$ cat src/rtl/hls_arb_pkg.sv
// Shared types and constants for the two-stream packet arbiter in front of the HLS core.
package hls_arb_pkg;

    localparam int DATA_W_DEF = 32;
    localparam int LEN_W_DEF  = 16;
    // Payload length lives in the low bits of the header word.
    localparam int LEN_LSB    = 0;

    typedef enum logic [1:0] {
        ST_IDLE    = 2'd0,
        ST_HDR     = 2'd1,
        ST_PAYLOAD = 2'd2
    } arb_state_e;

    // Two-way round-robin pick; last is the index of the previous owner.
    function automatic logic [1:0] rr_pick(input logic [1:0] elig, input logic last);
        logic [1:0] p;
        p = 2'b00;
        case (elig)
            2'b01:   p = 2'b01;
            2'b10:   p = 2'b10;
            2'b11:   p = last ? 2'b01 : 2'b10;
            default: p = 2'b00;
        endcase
        return p;
    endfunction

endpackage

$ cat src/rtl/hls_stream_arbiter_rr_arb2.sv
// Two-way round-robin arbiter: combinational pick plus the last-owner register.
import hls_arb_pkg::*;

module rr_arb2 (
    input  logic       bus_clk,
    input  logic       srst,
    input  logic [1:0] eligible,
    input  logic       update,
    output logic [1:0] pick
);

    logic last_grant_r;

    // Pick the eligible requester that did not own the core last.
    always_comb begin
        pick = rr_pick(eligible, last_grant_r);
    end

    // Remember the owner of each new grant; reset favours requester 0 first.
    always_ff @(posedge bus_clk) begin
        if (srst) begin
            last_grant_r <= 1'b1;
        end else if (update && (pick != 2'b00)) begin
            last_grant_r <= pick[1];
        end else begin
            last_grant_r <= last_grant_r;
        end
    end

endmodule

$ cat src/rtl/hls_stream_arbiter.sv
// Packet-level arbiter sharing the HLS core ap_fifo input between two host streams.
import hls_arb_pkg::*;

module hls_stream_arbiter #(
    parameter int DATA_W = DATA_W_DEF,
    parameter int LEN_W  = LEN_W_DEF
) (
    input  logic              bus_clk,
    input  logic              srst,
    input  logic [DATA_W-1:0] req0_dout,
    input  logic              req0_empty,
    input  logic              req0_open,
    output logic              req0_rd_en,
    input  logic [DATA_W-1:0] req1_dout,
    input  logic              req1_empty,
    input  logic              req1_open,
    output logic              req1_rd_en,
    output logic [DATA_W-1:0] in_r_dout,
    output logic              in_r_empty_n,
    input  logic              in_r_read,
    output logic [1:0]        grant,
    output logic              busy,
    output logic              pkt_done,
    output logic              abort
);

    arb_state_e        state_r, state_nxt_s;
    logic [1:0]        grant_r, grant_nxt_s;
    logic              empty_n_r, empty_n_nxt_s;
    logic [LEN_W-1:0]  fetch_rem_r, fetch_rem_nxt_s;
    logic              pkt_done_r, pkt_done_nxt_s;
    logic              abort_r, abort_nxt_s;
    logic              rd_en_s;
    logic              arb_update_s;
    logic [1:0]        eligible_s;
    logic [1:0]        pick_s;
    logic              open_g_s;
    logic              empty_g_s;
    logic [DATA_W-1:0] dout_g_s;
    logic              consume_s;
    logic [LEN_W-1:0]  len_s;

    assign eligible_s = {req1_open & ~req1_empty, req0_open & ~req0_empty};

    rr_arb2 u_rr_arb2 (
        .bus_clk  (bus_clk),
        .srst     (srst),
        .eligible (eligible_s),
        .update   (arb_update_s),
        .pick     (pick_s)
    );

    // Route the granted requester's FIFO signals; no owner looks closed and empty.
    always_comb begin
        open_g_s  = 1'b0;
        empty_g_s = 1'b1;
        dout_g_s  = {DATA_W{1'b0}};
        if (grant_r[1]) begin
            open_g_s  = req1_open;
            empty_g_s = req1_empty;
            dout_g_s  = req1_dout;
        end else if (grant_r[0]) begin
            open_g_s  = req0_open;
            empty_g_s = req0_empty;
            dout_g_s  = req0_dout;
        end else begin
            open_g_s  = 1'b0;
            empty_g_s = 1'b1;
            dout_g_s  = {DATA_W{1'b0}};
        end
    end

    assign consume_s = in_r_read & empty_n_r;
    assign len_s     = dout_g_s[LEN_LSB +: LEN_W];

    // Next-state, fetch strobe and flag updates; a finished packet wins over an owner close.
    always_comb begin
        state_nxt_s     = state_r;
        grant_nxt_s     = grant_r;
        empty_n_nxt_s   = empty_n_r;
        fetch_rem_nxt_s = fetch_rem_r;
        pkt_done_nxt_s  = 1'b0;
        abort_nxt_s     = 1'b0;
        rd_en_s         = 1'b0;
        arb_update_s    = 1'b0;
        case (state_r)
            ST_IDLE: begin
                empty_n_nxt_s = 1'b0;
                if (pick_s != 2'b00) begin
                    grant_nxt_s  = pick_s;
                    state_nxt_s  = ST_HDR;
                    arb_update_s = 1'b1;
                end else begin
                    grant_nxt_s  = 2'b00;
                    state_nxt_s  = ST_IDLE;
                end
            end
            ST_HDR: begin
                if (consume_s && (len_s == {LEN_W{1'b0}})) begin
                    empty_n_nxt_s   = 1'b0;
                    fetch_rem_nxt_s = {LEN_W{1'b0}};
                    pkt_done_nxt_s  = 1'b1;
                    grant_nxt_s     = 2'b00;
                    state_nxt_s     = ST_IDLE;
                end else if (!open_g_s) begin
                    empty_n_nxt_s   = 1'b0;
                    fetch_rem_nxt_s = {LEN_W{1'b0}};
                    abort_nxt_s     = 1'b1;
                    grant_nxt_s     = 2'b00;
                    state_nxt_s     = ST_IDLE;
                end else if (consume_s) begin
                    // Header taken: the bubble cycle that follows issues the first payload fetch.
                    empty_n_nxt_s   = 1'b0;
                    fetch_rem_nxt_s = len_s;
                    state_nxt_s     = ST_PAYLOAD;
                end else begin
                    rd_en_s = !empty_g_s && !empty_n_r;
                    if (rd_en_s) begin
                        empty_n_nxt_s = 1'b1;
                    end else begin
                        empty_n_nxt_s = empty_n_r;
                    end
                end
            end
            ST_PAYLOAD: begin
                if (consume_s && (fetch_rem_r == {LEN_W{1'b0}})) begin
                    empty_n_nxt_s  = 1'b0;
                    pkt_done_nxt_s = 1'b1;
                    grant_nxt_s    = 2'b00;
                    state_nxt_s    = ST_IDLE;
                end else if (!open_g_s) begin
                    empty_n_nxt_s   = 1'b0;
                    fetch_rem_nxt_s = {LEN_W{1'b0}};
                    abort_nxt_s     = 1'b1;
                    grant_nxt_s     = 2'b00;
                    state_nxt_s     = ST_IDLE;
                end else begin
                    rd_en_s = !empty_g_s && (fetch_rem_r != {LEN_W{1'b0}}) &&
                              (in_r_read || !empty_n_r);
                    if (rd_en_s) begin
                        fetch_rem_nxt_s = fetch_rem_r - LEN_W'(1);
                        empty_n_nxt_s   = 1'b1;
                    end else if (in_r_read) begin
                        empty_n_nxt_s   = 1'b0;
                    end else begin
                        empty_n_nxt_s   = empty_n_r;
                    end
                end
            end
            default: begin
                empty_n_nxt_s   = 1'b0;
                fetch_rem_nxt_s = {LEN_W{1'b0}};
                grant_nxt_s     = 2'b00;
                state_nxt_s     = ST_IDLE;
            end
        endcase
    end

    // State and output registers; srst returns everything to idle, even mid-packet.
    always_ff @(posedge bus_clk) begin
        if (srst) begin
            state_r     <= ST_IDLE;
            grant_r     <= 2'b00;
            empty_n_r   <= 1'b0;
            fetch_rem_r <= {LEN_W{1'b0}};
            pkt_done_r  <= 1'b0;
            abort_r     <= 1'b0;
        end else begin
            state_r     <= state_nxt_s;
            grant_r     <= grant_nxt_s;
            empty_n_r   <= empty_n_nxt_s;
            fetch_rem_r <= fetch_rem_nxt_s;
            pkt_done_r  <= pkt_done_nxt_s;
            abort_r     <= abort_nxt_s;
        end
    end

    assign req0_rd_en   = rd_en_s & grant_r[0];
    assign req1_rd_en   = rd_en_s & grant_r[1];
    assign in_r_dout    = dout_g_s;
    assign in_r_empty_n = empty_n_r;
    assign grant        = grant_r;
    assign busy         = (state_r != ST_IDLE);
    assign pkt_done     = pkt_done_r;
    assign abort        = abort_r;

endmodule

$ cat config.mk
export PLATFORM = sky130hd
export DESIGN_NAME = hls_stream_arbiter
export DESIGN_NICKNAME = d
export VERILOG_FILES = /design/src/rtl/hls_arb_pkg.sv /design/src/rtl/hls_stream_arbiter_rr_arb2.sv /design/src/rtl/hls_stream_arbiter.sv
export SDC_FILE = /design/constraint.sdc
export NUM_CORES = 1
export LEC_CHECK = 0
export ABC_AREA = 1
export BUFFER_PORTS_ARGS = -buffer_cell sky130_fd_sc_hd__buf_2
export CAP_MARGIN = 20
export CORE_UTILIZATION = 30
export DETAILED_ROUTE_END_ITERATION = 6
export SYNTH_ARGS = -nofsm -noshare
export SYNTH_HDL_FRONTEND = slang
export SYNTH_SLANG_ARGS = --single-unit
$ cat constraint.sdc
create_clock -name bus_clk -period 2.6 [get_ports bus_clk]
set_clock_uncertainty 0.15 [all_clocks]
set_input_delay 0.52 -clock bus_clk [delete_from_list [all_inputs] [get_ports bus_clk]]
set_output_delay 0.52 -clock bus_clk [all_outputs]
set_load 0.03 [all_outputs]
==> results of run 1 <==
## layout make-up
class                   instances  area [µm²]
clock buffers                   3        41.3
fillers                       827        4370
repair buffers                116         602
inverters                      38         143
well taps                      99         124
multi-input cells             316        1650
flip-flops and latches         24         483
## layout by cell type (no fill, tap or decap), drive strengths merged
cell      n
ha        5
nand3b    2
nand2   137
clkbuf    3
xor2      1
a22o     16
inv      37
o211ai    1
dfxtp    24
xnor2     2
nand4     1
buf     116
nor2     45
nand3    56
nor3      1
or2       1
a31oi     1
a21boi    2
a21oi    38
o21bai    3
o21ai     4
clkinv    1
## Yosys cell counts, drive strengths merged
| library cell | instances |
|---|---|
| a21boi | 2 |
| a21oi | 38 |
| a22o | 16 |
| a31oi | 1 |
| buf | 9 |
| clkbuf | 7 |
| clkinv | 1 |
| dfxtp | 24 |
| ha | 5 |
| inv | 37 |
| nand2 | 137 |
| nand3 | 56 |
| nand3b | 2 |
| nand4 | 1 |
| nor2 | 45 |
| nor3 | 1 |
| o211ai | 1 |
| o21ai | 4 |
| o21bai | 3 |
| or2 | 1 |
| xnor2 | 2 |
| xor2 | 1 |
## power groups by stage
stage	Sequential (µW)	Clock, µW	Combinational [µW]
3_5_place_dp	387	0	297
5_1_grt	379	253	323
6_report	378	233	299
2_1_floorplan	388	0	188
3_3_place_gp	386	0	296
4_1_cts	378	243	298
## worst max-delay path by stage
stage	from	end	slack [ns]	cells after the start
2_1_floorplan	grant[0]	req0_rd_en	-0.01	10
3_3_place_gp	fetch_rem_r[0]	req1_rd_en	0.34	10
3_5_place_dp	fetch_rem_r[0]	req1_rd_en	0.29	10
4_1_cts	fetch_rem_r[0]	req1_rd_en	0.02	10
5_1_grt	fetch_rem_r[0]	req1_rd_en	0.006	10
6_report	fetch_rem_r[0]	req0_rd_en	0.14	10
## registers in the layout (all words and copies together), names as in the netlist
| register | flops |
|---|---|
| fetch_rem_r | 16 |
| grant | 2 |
| state_r | 2 |
| abort | 1 |
| in_r_empty_n | 1 |
| pkt_done | 1 |
| u_rr_arb2.last_grant_r | 1 |
## cells by family after synthesis
kind of cell / Yosys count
XOR/XNOR: 3
AND/OR/NAND/NOR: 243
adder cells (fa/ha/maj): 5
buffers and inverters: 54
flip-flops: 24
AO/OA/AOI/OAI: 65
## tightest hold or removal path, stage by stage (launching register included)
cell and delay, ns:
dfxtp_1 0.33, nand2_1 0.06, nand3_1 0.05
## per-stage QoR
| step | utilization | total power [µW] | worst slack (ns) | setup TNS (ns) |
|---|---|---|---|---|
| after floorplan | - | 576 | -0.0106 | -0.0211 |
| after global placement | 0.401 | 682 | 0.342 | 0 |
| final | 0.411 | 911 | 0.144 | 0 |
| after detailed placement | 0.401 | 684 | 0.290 | 0 |
| after global routing | 0.411 | 956 | 0.00569 | 0 |
| after CTS | 0.407 | 920 | 0.0174 | 0 |
## routing by layer
layer,vias up,GRT usage
met4,0,0.0323
met1,1328,0.237
met2,94,0.331
met5,-,0
met3,6,0.0303
li1,1487,-
## timing repair
item	4_1_cts	5_1_grt
endpoints found under the setup margin	2	2
pin swaps	0	1
gates resized for setup	1	8
setup buffers	0	1
==> flow_summary.toml, run 1 <==
[status]
status = "finished clean"

[grt]
grt_pass1_wl_um = 12600
grt_usage = 0.186
grt_antenna_before_repair = 0
grt_start_max_net_pins = 34
grt_overflow_total = 0
grt_pass1_vias = 2666

[worst_setup_path]
crit_path_top_delay_cell = "dfxtp_2"
critPathBufInv = 2
r2r-end = "abort"
critPathArrivalTime_ns = 1.79
rrSetupSlack_ns = 0.34
crit_required_ns = 1.93
endpoint_kind = "primary output"
path_max_fanout = 5
crit_path_frequent_cell = "nand2_1"
r2r_start = "grant[1]"
critPathKind = "register to primary output"
critical_path.top_delay_family = "simple AND/OR/NAND/NOR gates"
reg2reg_depth = 10
worstSetupStartpointType = "register"
crit_chain = "inv_1 -> ha_1 -> nand2_2 -> nor2_4 -> nand3b_1 -> nand3_1 -> nand2_1 -> nand2_1 -> nor2_1 -> buf_2"
cp_slowest_stage_delay_ns = 0.35

[logic_synthesis]
synthAdderAreaFrac = 0.0265
synth_top_family_by_area = "simple AND/OR/NAND/NOR gates"
yosys_warnings = 0
ys_seq_elements = 24
synth_area_leaders = "dfxtp_1 (20%), nand2_1 (19%), nand3_1 (12%), nor2_1 (6.7%), a22o_1 (5.9%)"
syn_area_mm2 = 0.00236
synth_cell_types = 32
synth_simple_gate_area_frac = 0.466
synth_nets = 470
synthCells = 394
yosysTopAreaCell = "dfxtp_1"
synth_compound_gate_area_share = 0.191
synthMuxAreaShare = 0
ys_seq_area_frac = 0.204
synth_xor_xnor_area_share = 0.0111
synth_top_area_frac = 0.204
syn_avg_cell_area_um2 = 5.99

[power_and_ir_drop]
seq_power_share = 0.415
swShare = 0.367
ir_drop_mv = 0.225
p_clk_frac = 0.256
intPower_uw = 577
p_leak_uw = 0.00155
power_frac_comb = 0.329
power_density_mw_per_mm2 = 299
switching_power_uw = 334

[die]
core_area_mm2 = 0.00741
ios = 111
initial_utilization = 0.318
die_h_um = 90.7
row_count = 31
fp.dieW_um = 90.7
dieArea_mm2 = 0.00822

[clock_tree]
clk_pin_slew_worst_paths_ns = 0.09
cts_hold_buffers = 0
cts_tree = "yes"
htree_levels = 1
clockRootBuffer = "clkbuf_8"
clockBufferDepth = 2
cts_buffers = 3
insertion_delay_ns = 0.27
cts.sinks = 24

[detailed_routing]
num_vias = 2915
routed_wl_um = 7850
drt_iter0_markers = 146
wl_met3_um = 444
m1WireLength_um = 3480
drc = 0
dr_wl_met2_um = 3860
vias_per_cell = 4.89
ant_nets = 0
routed.top_layer = "met4"
wl_per_cell_um = 13.2
first_pass_iters = 4

[sta]
period_minus_slack_ns = 2.46
whs_ns = 0.341
max_slew_margin = 0.633
fmax_mhz = 407
hold_violations = 0
finalCritPeriodShare = 0.945
worst_pin_slew_ns = 0.550
grt_setup_unrepaired = "no"
slew_viol_final = 0
setup_violations = 0

[min_path]
hp-class = "register to register"
hold_end = "u_rr_arb2.last_grant_r"
hp-start = "u_rr_arb2.last_grant_r"
hold_depth = 2

[place]
dp_hpwl_um = 6080
port_buffers = 110
placed_cells = 592
place_area_mm2 = 0.00297
gp_congestion = 0.873

[cells_and_area]
fin_nets = 575
syn2layout_area_growth_pct = 29.0
drive_gt1_frac = 0.318
stdcell_area_mm2 = 0.00304
layoutNonFillerInstCount = 596
n_antenna_cell = 0

[run]
drv_cap = 0
Note: power is estimated with default switching activity, not from simulation.
==> run 2: changes to the inputs <==
--- a/config.mk
+++ b/config.mk
@@ -10,6 +10,7 @@
 export CAP_MARGIN = 20
 export CORE_UTILIZATION = 30
 export DETAILED_ROUTE_END_ITERATION = 6
+export MAX_ROUTING_LAYER = met4
 export SYNTH_ARGS = -nofsm -noshare
 export SYNTH_HDL_FRONTEND = slang
 export SYNTH_SLANG_ARGS = --single-unit
==> run 2 against run 1 <==
Net effect: die area unchanged; sequential share of layout area is 0.052 points higher; non-clock buffer count decreased by 1; flip-flop and latch count unchanged; critical path type unchanged; largest cell class unchanged; largest power group unchanged; highest routed layer unchanged.
==> flow_summary.toml, run 2 (synthesis results as in run 1) <==
[status]
status = "finished clean"

[cells_and_area]
largest_register_ffs = 16
n_antenna_cell = 0
final_cell_mix = "nand2_1 (120), buf_2 (109), nand3_1 (56)"
fin_nets = 574
syn2layout_area_growth_pct = 28.6
drive_gt1_frac = 0.315
regMostFlops = "fetch_rem_r"
final_common_cell = "nand2_1"

[sta]
setup_violations = 0
setup_slack_ns = 0.134
grt_setup_unrepaired = "no"
fmax_mhz = 405
slew_viol_final = 0
period_minus_slack_ns = 2.47
worst_pin_slew_ns = 0.535
hold_violations = 0
max_slew_margin = 0.643
finalCritPeriodShare = 0.949

[die]
fp.dieW_um = 90.7
die_h_um = 90.7
core_area_mm2 = 0.00741
ios = 111
initial_utilization = 0.318
row_count = 31
dieArea_mm2 = 0.00822

[power_and_ir_drop]
power_density_mw_per_mm2 = 299
p_leak_uw = 0.00155
design_power_total_uw = 908
ir_drop_mv = 0.177

[grt]
grt_overflow_total = 0
grt_pass1_wl_um = 12400
grt_usage = 0.188
grt_pass1_vias = 2618
grt_antenna_before_repair = 0
grt_start_max_net_pins = 34

[clock_tree]
clockBufferDepth = 2
cts.sinks = 24
clockRootBuffer = "clkbuf_8"
cts_tree = "yes"
cts_buffers = 3
htree_levels = 1
insertion_delay_ns = 0.27
cts_hold_buffers = 0
clk_pin_slew_worst_paths_ns = 0.09

[detailed_routing]
wl_per_cell_um = 13.0
routed_wl_um = 7710
ant_nets = 0
num_vias = 2898
drc = 0
vias_per_cell = 4.87
drt_iter0_markers = 116
first_pass_iters = 4

[worst_setup_path]
critical_path.top_delay_family = "simple AND/OR/NAND/NOR gates"
crit_chain = "inv_1 -> ha_1 -> nand2_2 -> nor2_4 -> nand3b_1 -> nand3_1 -> nand2_1 -> nand2_1 -> nor2_1 -> clkbuf_4"
worstSetupStartpointType = "register"
rrSetupSlack_ns = 0.35
crit_required_ns = 1.93
crit_cells = 10
crit_path_frequent_cell = "nand2_1"
path_max_fanout = 5
critPathArrivalTime_ns = 1.80
crit_path_top_delay_cell = "dfxtp_2"
endpoint_kind = "primary output"
critPathBufInv = 2
cp_slowest_stage_delay_ns = 0.36
reg2reg_depth = 10
critPathKind = "register to primary output"

[place]
dp_hpwl_um = 6000
port_buffers = 110
pre_cts_ws_ns = 0.306
gp_congestion = 0.885

[run]
drv_cap = 0

[min_path]
hold_depth = 2
hp-class = "register to register"
## run 2: cell types whose count changed in the layout (fill, tap and decap cells not counted), sizes merged
cell / before / now
clkbuf: 3 / 4
buf: 116 / 114
## run 2: area by class of cell
class,count,area (µm²)
fillers,798,4380
multi-input cells,316,1650
repair buffers,115,594
flip-flops and latches,24,483
inverters,38,143
well taps,99,124
clock buffers,3,41.3
## run 2: report_power, final
group	switching, µW	internal [µW]	total, µW
Combinational	199	100	299
Sequential	5.41	372	378
Clock	127	104	231
Total	331	577	908
## run 2: worst paths after layout
path,to,from
worst min register to register,fetch_rem_r[0],fetch_rem_r[0]
worst min-delay path,fetch_rem_r[0],fetch_rem_r[0]
worst max-delay path,req1_rd_en,fetch_rem_r[0]
worst max register to register,abort,grant[1]
## run 2: metrics by stage
step | instance area (µm²) | TNS, ns | instances | utilization | hold WS (ns)
2_1_floorplan | 2360 | -0.0211 | 394 | - | 0.302
3_3_place_gp | 2970 | 0 | 592 | 0.401 | 0.319
3_5_place_dp | 2970 | 0 | 592 | 0.401 | 0.328
4_1_cts | 3020 | 0 | 595 | 0.407 | 0.349
5_1_grt | 3030 | 0 | 595 | 0.409 | 0.384
6_report | 3030 | 0 | 595 | 0.409 | 0.338
## run 2: repair_timing
item                                    in CTS  in global routing
pin swaps                                    0                  1
gates resized for setup                      2                  5
endpoints found under the setup margin       2                  2
setup buffers                                0                  0
## run 2: per-layer routing
metal  global-route usage  wire length, µm  vias to the layer above  part of all wire
met5                    -                0                        -                 0
met4               0.0336               53                        0            0.0069
met3               0.0261              396                        6             0.051
li1                     -                -                     1486                 -
met1                0.236             3530                     1318              0.46
met2                0.324             3730                       88              0.48
## run 2: tightest hold or removal path, cell delays in order (launching register included)
cell     delay, ns
dfxtp_2       0.34
nand2_1       0.06
a21oi_1       0.05
